File: src/rtl/lenet_pkg.sv
// Shared definitions for the LeNet-5 datapath blocks: default operand width,
// small constant-math helpers and the signed saturation used by the adder
// tree, pooling and activation stages.
package lenet_pkg;

    localparam int DEFAULT_DATA_WIDTH = 16;

    // Saturation result: clipped value (sign-extended to 64 bits) and clip bit.
    typedef struct packed {
        logic signed [63:0] value;
        logic               clip;
    } sat_result_t;

    // Ceiling log2, usable in parameter expressions.
    function automatic int clog2(input int value);
        int r;
        r = 0;
        while ((1 << r) < value) begin
            r = r + 1;
        end
        return r;
    endfunction

    // Ceiling integer division for element counts per tree level.
    function automatic int ceilDiv(input int num, input int den);
        return (num + den - 1) / den;
    endfunction

    // Clip a wide signed sum into an outWidth-bit signed range.
    function automatic sat_result_t saturate(input logic signed [63:0] sum,
                                             input int outWidth);
        sat_result_t        res;
        logic signed [63:0] maxVal;
        logic signed [63:0] minVal;
        maxVal    = (64'sd1 <<< (outWidth - 1)) - 64'sd1;
        minVal    = -(64'sd1 <<< (outWidth - 1));
        res.value = sum;
        res.clip  = 1'b0;
        if (sum > maxVal) begin
            res.value = maxVal;
            res.clip  = 1'b1;
        end else if (sum < minVal) begin
            res.value = minVal;
            res.clip  = 1'b1;
        end
        return res;
    endfunction

endpackage

File: src/rtl/adder_tree_level.sv
// One registered level of the signed adder tree: adjacent operand pairs are
// added at one bit of growth, an odd leftover is sign-extended and carried
// through, and a valid bit travels with the data. en=0 holds everything.
module adder_tree_level
    import lenet_pkg::*;
#(
    parameter  int IN_COUNT  = 6,
    parameter  int IN_WIDTH  = 16,
    localparam int OUT_COUNT = ceilDiv(IN_COUNT, 2),
    localparam int OUT_WIDTH = IN_WIDTH + 1
) (
    input  logic                           clk,
    input  logic                           rst,
    input  logic                           en,
    input  logic                           valid_i,
    input  logic [IN_COUNT*IN_WIDTH-1:0]   data_i,
    output logic [OUT_COUNT*OUT_WIDTH-1:0] data_o,
    output logic                           valid_o
);

    wire  [OUT_COUNT*OUT_WIDTH-1:0] sum_d;
    logic [OUT_COUNT*OUT_WIDTH-1:0] sum_q;
    logic                           valid_q;

    for (genvar j = 0; j < OUT_COUNT; j++) begin : gElem
        logic signed [IN_WIDTH-1:0] opA;
        assign opA = data_i[(2*j)*IN_WIDTH +: IN_WIDTH];
        if (2*j + 1 < IN_COUNT) begin : gAdd
            logic signed [IN_WIDTH-1:0] opB;
            assign opB = data_i[(2*j+1)*IN_WIDTH +: IN_WIDTH];
            assign sum_d[j*OUT_WIDTH +: OUT_WIDTH] = {opA[IN_WIDTH-1], opA} + {opB[IN_WIDTH-1], opB};
        end else begin : gPass
            assign sum_d[j*OUT_WIDTH +: OUT_WIDTH] = {opA[IN_WIDTH-1], opA};
        end
    end

    // Capture this level's sums and valid on advancing cycles; reset wins over en.
    always_ff @(posedge clk) begin
        if (rst) begin
            sum_q   <= '0;
            valid_q <= 1'b0;
        end else if (en) begin
            sum_q   <= sum_d;
            valid_q <= valid_i;
        end
    end

    assign data_o  = sum_q;
    assign valid_o = valid_q;

endmodule

File: src/rtl/adder_tree_pipe.sv
// Pipelined signed adder tree summing NUM_INPUTS operands per vector, with a
// final saturating output register and a clip flag.
// Optional macro ADDER_TREE_RELU_EN: the output stage also applies ReLU after
// saturation and sat_flag then reports positive clipping only.
module adder_tree_pipe
    import lenet_pkg::*;
#(
    parameter  int DATA_WIDTH = DEFAULT_DATA_WIDTH,
    parameter  int NUM_INPUTS = 6,
    localparam int LEVELS     = clog2(NUM_INPUTS),
    localparam int SUM_WIDTH  = DATA_WIDTH + LEVELS
) (
    input  logic                               clk,
    input  logic                               rst,
    input  logic                               en,
    input  logic                               in_valid,
    input  logic [NUM_INPUTS*DATA_WIDTH-1:0]   datain,
    output logic signed [DATA_WIDTH-1:0]       dataout,
    output logic                               out_valid,
    output logic                               sat_flag
);

    if (NUM_INPUTS < 2 || NUM_INPUTS > 64) begin : gBadInputs
        $error("adder_tree_pipe: NUM_INPUTS must lie in 2..64");
    end
    if (SUM_WIDTH > 64) begin : gBadWidth
        $error("adder_tree_pipe: DATA_WIDTH + LEVELS must not exceed 64");
    end

    // Level k consumes ceil(N/2^(k-1)) operands of DATA_WIDTH+k-1 bits.
    for (genvar k = 1; k <= LEVELS; k++) begin : gLevel
        localparam int IN_COUNT  = ceilDiv(NUM_INPUTS, 1 << (k - 1));
        localparam int IN_WIDTH  = DATA_WIDTH + k - 1;
        localparam int OUT_COUNT = ceilDiv(IN_COUNT, 2);

        logic [IN_COUNT*IN_WIDTH-1:0]       levelIn;
        logic                               levelValidIn;
        logic [OUT_COUNT*(IN_WIDTH+1)-1:0]  levelData;
        logic                               levelValid;

        if (k == 1) begin : gFeed
            assign levelIn      = datain;
            assign levelValidIn = in_valid;
        end else begin : gFeed
            assign levelIn      = gLevel[k-1].levelData;
            assign levelValidIn = gLevel[k-1].levelValid;
        end

        adder_tree_level #(
            .IN_COUNT (IN_COUNT),
            .IN_WIDTH (IN_WIDTH)
        ) uLevel (
            .clk     (clk),
            .rst     (rst),
            .en      (en),
            .valid_i (levelValidIn),
            .data_i  (levelIn),
            .data_o  (levelData),
            .valid_o (levelValid)
        );
    end

    logic signed [SUM_WIDTH-1:0]  treeSum;
    logic                         treeValid;
    logic signed [DATA_WIDTH-1:0] dataOut_d;
    logic                         satFlag_d;
    logic signed [DATA_WIDTH-1:0] dataOut_q;
    logic                         outValid_q;
    logic                         satFlag_q;

    assign treeSum   = gLevel[LEVELS].levelData;
    assign treeValid = gLevel[LEVELS].levelValid;

    // Narrow the full-precision sum to the output width; returns {clip, value}.
    function automatic logic [DATA_WIDTH:0] clipToOutput(input logic signed [SUM_WIDTH-1:0] sum);
        sat_result_t r;
        r = saturate(64'(sum), DATA_WIDTH);
        return {r.clip, r.value[DATA_WIDTH-1:0]};
    endfunction

    // Saturate the tree result, optionally forcing negatives to zero.
    always_comb begin
        {satFlag_d, dataOut_d} = clipToOutput(treeSum);
`ifdef ADDER_TREE_RELU_EN
        if (dataOut_d[DATA_WIDTH-1]) begin
            dataOut_d = '0;
            satFlag_d = 1'b0;
        end
`endif
    end

    // Output register: loads every advancing cycle, holds through a stall.
    always_ff @(posedge clk) begin
        if (rst) begin
            dataOut_q  <= '0;
            outValid_q <= 1'b0;
            satFlag_q  <= 1'b0;
        end else if (en) begin
            dataOut_q  <= dataOut_d;
            outValid_q <= treeValid;
            satFlag_q  <= satFlag_d;
        end
    end

    assign dataout   = dataOut_q;
    assign out_valid = outValid_q;
    assign sat_flag  = satFlag_q;

endmodule

File: config.mk
export PLATFORM = sky130hd
export DESIGN_NAME = adder_tree_pipe
export DESIGN_NICKNAME = d
export VERILOG_FILES = /design/src/rtl/lenet_pkg.sv /design/src/rtl/adder_tree_level.sv /design/src/rtl/adder_tree_pipe.sv
export SDC_FILE = /design/constraint.sdc
export NUM_CORES = 1
export LEC_CHECK = 0
export CAP_MARGIN = 20
export CORE_MARGIN = 2
export CORE_UTILIZATION = 35
export DETAILED_ROUTE_END_ITERATION = 12
export PLACE_DENSITY_LB_ADDON = 0.08
export SLEW_MARGIN = 20
export SYNTH_ARGS = -nofsm -noshare
export SYNTH_HDL_FRONTEND = slang
export SYNTH_SLANG_ARGS = --single-unit
File: constraint.sdc
create_clock -name clk -period 5.7 [get_ports clk]
set_input_delay 1.14 -clock clk [delete_from_list [all_inputs] [get_ports clk]]
set_output_delay 1.14 -clock clk [all_outputs]
set_load 0.1 [all_outputs]
==> metrics.txt, run 1 <==
half-perimeter wire length after placement 13800 um; post-cts sizing count 0; data required time of the worst path approximately 6.0 ns; Setup crit end kind flop; final hold viol count 0; worst reg2reg path endpoint gLevel[3].uLevel.data_o[18]; delay-heaviest family, CP compound AO/OA/AOI/OAI gates; # IOs around 120; cell breakdown of the critical path clkdlybuf4s50_1, ha_1, fa_1, a211oi_2, o21ai_1, a31oi_2, o22ai_1, o31a_1, or3_1, a32o_1; Data arrival, critical path about 3.9 ns; setup TNS 0 ns; Hold/Removal Path Class flop to flop; CTS tree yes; NetSw 804 uW; pwr/cell area about 270 nW/um2; final setup vio count 0; Max FO, Critical Path 3; power share of the clock group 36.8%; Worst-path clk slew about 0.060 ns; Initial Util 35.8%; hold wc startpoint gLevel[3].uLevel.data_o[11]; peak per-stage delay on the critical path 0.43 ns; status complete, no violations; buffers plus inverters on the worst setup path 1; Yosys top cell area share 32.3%; fraction of layout cells with a size suffix above 1 about 4.5%; origin of the critical flop-to-flop path gLevel[2].uLevel.data_o[0]; number of iterations in the first detailed-routing pass 4; sequential power share 37.6%; root buffer cell clkbuf_16; Layout area overhead 25.0%; Achievable Freq 275 MHz; Top FF cell, synth dfxtp_1; Final Util 44.7%; global-route usage over all layers 16.4%; clock sink count about 130; Clk Latency, worst-skew pair about 0.42 ns; FFs w/ async S/R, synth 0%; most frequent cells in the layout dfxtp_1, clkdlybuf4s50_1, nor2_1; 1st-iter DRT viols 295; Leakage Power ~0.0041 uW; Tot Pwr 2680 uW; Worst Hold Depth 2; Comb pwr share 25.5%; most area-hungry cell type in the Yosys netlist dfxtp_1; die extent in y 153 um; postcts setup bufs 0; gr ovfl total 0; detailed-route DRC error count 0; Ys Warns 0; Vias 6646; final instance area 9750 um2; Max VDD drop between 0.0001 and 0.00015 V; Slew HR roughly 29%; Vias/cell 5.05; Net Count, Synth 1107; R2R Setup Slk 3.16 ns; fillcell total 2238; DIE WIDTH 153 um; Switching Share a little under a third; Nets 1212; Max Cap Viol 0; CP Class input pin to flop; Mapped Cells about 920; Longest Clk Path Bufs 2; mean post-synth cell area roughly 8.5 um2; R2R depth 10; largest net degree at the start of global routing 64; CTS Buf Count 17; P_int around 1900 uW; commonest non-fill, non-tap cell in the layout dfxtp_1; CTS H-Tree Depth 4; gpl congestion 0.806; DIE AREA 23500 um2; Synth cell types 58; Levels on crit path 10; Post-synth EDFFs 0; WL/cell 14.3 um; PortBufs 117; Synth Register Bits roughly 130; core region area 21800 um2; Tcrit/Tclk final 63.9%; WHS Endpoint gLevel[3].uLevel.data_o[11]; Max stage delay cell, worst path fa_1; Worst Tran Pin Value 1.07 ns; row count 54; Final ANT Viol Nets 0; hold buffers post-CTS 0; ANT cells 0; RSZ-0062 raised after global routing false; max-slew violation count 0; Placed Instance Area a little over 9000 um2; vias in the first global route between 6000 and 7000; Tmin final 3.64 ns; drt total wl 18800 um; first-pass GRT wire length 31900 um; startpoint types input pin; clk_skew approximately 0.014 ns; Post-Synthesis Cell Area 7800 um2; sequential share of the synthesized area 32.3%; antenna violations before repair 0; leading cell types by total area after synthesis dfxtp_1, ha_1, mux2i_1
## how the worst max path moves through the flow
stage,from,end,slack [ns]
3_5_place_dp,datain[64],gLevel[1].uLevel.data_o[48],1.59
4_1_cts,datain[64],gLevel[1].uLevel.data_o[48],2.04
3_3_place_gp,datain[64],gLevel[1].uLevel.data_o[48],1.62
6_report,datain[64],gLevel[1].uLevel.data_o[48],2.06
2_1_floorplan,datain[64],gLevel[1].uLevel.data_o[48],2.33
5_1_grt,datain[64],gLevel[1].uLevel.data_o[48],1.86
## cells in the mapped netlist (all sizes together), types with 3 or more instances
master,n
a2111oi,3
a211oi,24
a21o,31
a21oi,67
a221oi,4
a22o,6
a311oi,3
a31oi,11
and3,4
and4,3
buf,9
clkbuf,27
dfxtp,126
fa,5
ha,83
inv,20
mux2i,48
nand2,76
nand2b,12
nand3,13
nand4,5
nor2,105
nor2b,11
nor3,20
nor3b,5
nor4,4
o211ai,5
o21a,7
o21ai,77
o21bai,8
o22ai,7
o311ai,4
o31a,3
o31ai,6
or2,3
or3,4
xnor2,35
xor2,18
## tightest hold or removal path, stage by stage (launching register included)
cell and delay, ns:
dfxtp_1 0.32, nand2_1 0.04, o21ai_0 0.06
## power groups by stage
stage | sequential (uW) | clock (uW) | combinational, uW
2_1_floorplan | 1070 | 0 | 435
3_3_place_gp | 1030 | 0 | 682
3_5_place_dp | 1030 | 0 | 686
4_1_cts | 1010 | 1010 | 690
5_1_grt | 1020 | 1060 | 768
6_report | 1010 | 986 | 684
## state kept, by name (all words and copies together), names as in the netlist
register / flops
gLevel.uLevel.data_o: 105
dataout: 16
gLevel.uLevel.valid_o: 3
out_valid: 1
sat_flag: 1
## layout make-up
class                           instances  area (um2)  area share, %
Tap cell                              280         350           3.59
Multi-Input combinational cell        734        5050           51.8
Clock inverter                          8        67.6          0.693
Sequential cell                       126        2520           25.9
Inverter                               21        78.8          0.808
Clock buffer                           22         464           4.76
Timing Repair Buffer                  124        1220           12.5
## metal layers
metal  track usage [%]  part of all wire, %  up-vias
li1                  -                    -     3548
met5                 0                    0        -
met2              25.6                   43      122
met1              22.9                   51     2964
met3              3.57                  4.4       12
met4              4.89                 0.85        0
## metrics by stage
| stage | hold WS, ns | instances | worst slack (ns) |
|---|---|---|---|
| 3_5_place_dp | 0.441 | 1285 | 1.59 |
| 2_1_floorplan | 0.420 | 919 | 2.33 |
| 5_1_grt | 0.472 | 1315 | 1.86 |
| 4_1_cts | 0.457 | 1315 | 2.04 |
| 6_report | 0.452 | 1315 | 2.06 |
| 3_3_place_gp | 0.433 | 1285 | 1.62 |
## cells by family (layout without fill, tap and decap cells)
logic type                 Yosys count  in the layout  share of synthesized area, %
adders and majority gates           88             88                          14.6
DFF                                126            126                          32.3
buffers and inverters               59            175                          3.05
AOI/OAI and AO/OA                  280            280                          22.8
muxes                               48             48                          6.16
and+or+nand+nor                    265            265                          15.1
xor gates and xnor gates            53             53                          5.95
Power figures use the tool's default switching activity.
==> run 2, diff against run 1 <==
clock period = 3.2 ns   (was 5.7 ns; I/O delays follow)
==> metrics.txt, run 2 (same netlist as run 1, synthesis figures left out) <==
status complete, no violations; Final ANT Viol Nets 0 (unchanged); post-cts sizing count 0 (unchanged); final hold viol count 0 (unchanged); global-route usage over all layers 16.3% (-0.13 points); drt total wl 18900 um (+0.34%); Switching Share 31.0% (+1.0 points); peak per-stage delay on the critical path 0.40 ns (-0.03 ns); final setup vio count 0 (unchanged); Nets 1234 (+1.8%); antenna violations before repair 0 (unchanged); startpoint types input pin; most frequent cells in the layout dfxtp_1, nor2_1, clkdlybuf4s50_1; vias in the first global route 6566 (+2.6%); commonest non-fill, non-tap cell in the layout dfxtp_1; Vias 6832 (+2.8%); CTS H-Tree Depth 4 (unchanged); PortBufs 117 (unchanged); Data arrival, critical path 3.32 ns (-0.62 ns); CTS Buf Count 17 (unchanged); Leakage Power 0.00426 uW (+3.0%); Largest register FFs 105 (unchanged); data required time of the worst path 3.51 ns (-2.49 ns); Vias/cell 5.10 (+0.88%); Layout Cells excl Fill 1340 (+1.9%); clock sink count 126 (unchanged); dpl cells 1307 (+1.7%); Tcrit/Tclk final 94.1%; row count 54 (unchanged); clk_skew 0.00785 ns (-0.00608 ns); largest net degree at the start of global routing 74 (+16%); postcts setup bufs 0 (unchanged); Hold/Removal Path Class flop to flop; Slew HR 28.9% (+0.20 points); RSZ-0062 raised after global routing false; Reg area 2520 um2 (unchanged); P_int 3340 uW (+78%); NetSw 1500 uW (+87%); Max stage delay cell, worst path clkdlybuf4s50_1; sequential power share 37.1% (-0.5 points); core region area 21800 um2 (unchanged); 1st-iter DRT viols 331 (+12%); die extent in y 153 um (unchanged); setup TNS 0 ns (unchanged); Longest Clk Path Bufs 2 (unchanged); Layout area overhead 26.7%; max-slew violation count 0 (unchanged); Worst-path clk slew 0.06 ns (about the same); CTS tree yes; Achievable Freq about 330 MHz; Clk Latency, worst-skew pair 0.42 ns (about the same); gpl congestion 0.806 (about the same); number of iterations in the first detailed-routing pass 4 (unchanged); fillcell total 2262 (+1.1%); fraction of layout cells with a size suffix above 1 8.50% (+4.0 points); DIE AREA 23500 um2 (unchanged); DIE WIDTH 153 um (unchanged); detailed-route DRC error count 0 (unchanged); Tmin final 3.01 ns; WL/cell 14.1 um (-1.5%); Initial Util 35.8% (unchanged); Comb pwr share 26.0% (+0.5 points); Worst Tran Pin Value 1.06 ns (-0.00351 ns); hold buffers post-CTS 0 (unchanged); power share of the clock group 36.9% (about the same); pwr/cell area 489 nW/um2 (+78%); R2R Setup Slk 0.68 ns (-2.48 ns); Max FO, Critical Path 3 (unchanged); cell breakdown of the critical path clkdlybuf4s50_1, ha_1, fa_1, a211oi_2, o21ai_1, a31oi_2, buf_4, o22ai_1, o31a_1, or3_1, a32o_1; gr ovfl total 0 (unchanged); first-pass GRT wire length 31600 um (-0.80%); CP Class input pin to flop; Multi-input gate area 5040 um2 (about the same); Max Cap Viol 0 (unchanged); Setup crit end kind flop; # IOs 118 (unchanged); root buffer cell clkbuf_16; half-perimeter wire length after placement 14300 um (+3.1%); Max VDD drop 0.000283 V (+130%)
run 2: area by class of cell:
| type | instances | area share, % |
|---|---|---|
| antenna | 1 | 0.0253 |
| tap | 280 | 3.54 |
| clock buffer | 18 | 4.34 |
| multi-input combinational | 734 | 51.0 |
| sequential | 126 | 25.5 |
| clock inverter | 14 | 1.24 |
| inverter | 21 | 0.797 |
| timing repair buffer | 146 | 13.5 |
run 2: critical path, delay by kind of cell:
family / cells / cell delay (ns)
and+or+nand+nor: 1 / 0.31
buffers and inverters: 2 / 0.56
adders and majority gates: 2 / 0.62
AOI/OAI and AO/OA: 6 / 1.18
run 2: power by group through the flow:
stage,Sequential [uW],Combinational (uW),Clock (uW)
3_3_place_gp,1830,1260,0
3_5_place_dp,1830,1260,0
5_1_grt,1810,1400,1900
4_1_cts,1790,1270,1840
6_report,1790,1260,1790
2_1_floorplan,1910,775,0
run 2: final timing paths:
path                                                   from                     endpoint  depth (start not counted)
worst min register to register  gLevel[3].uLevel.data_o[10]  gLevel[3].uLevel.data_o[10]                          2
worst max register to register   gLevel[2].uLevel.data_o[0]  gLevel[3].uLevel.data_o[18]                         10
worst max-delay path                             datain[64]  gLevel[1].uLevel.data_o[48]                         11
worst min-delay path            gLevel[3].uLevel.data_o[10]  gLevel[3].uLevel.data_o[10]                          2
run 2: per-layer routing:
| metal | track usage, % | wire length [um] | share of wire, % | vias to the layer above |
|---|---|---|---|---|
| met5 | 0 | 0 | 0 | - |
| met4 | 5.86 | 346 | 1.8 | 0 |
| li1 | - | - | - | 3602 |
| met2 | 25.7 | 8190 | 43 | 140 |
| met3 | 3.37 | 896 | 4.7 | 25 |
| met1 | 22.1 | 9480 | 50 | 3065 |
run 2: per-stage QoR:
stage | cell area (um2) | hold WS, ns | power, uW | worst slack (ns) | utilization, %
after floorplan | 7800 | 0.420 | 2680 | 0.326 | -
after detailed placement | 9340 | 0.439 | 3090 | -0.269 | 42.8
final | 9890 | 0.449 | 4840 | 0.190 | 45.3
after global placement | 9340 | 0.434 | 3080 | -0.235 | 42.8
after global routing | 9890 | 0.468 | 5110 | 0.0292 | 45.3
after CTS | 9890 | 0.452 | 4900 | 0.174 | 45.3
==> run 3, diff against run 2 <==
CTS_CLUSTER_DIAMETER = 100   (was unset)
==> results of run 3 <==
The final DEF is identical to that of run 2; final timing and power are the same.
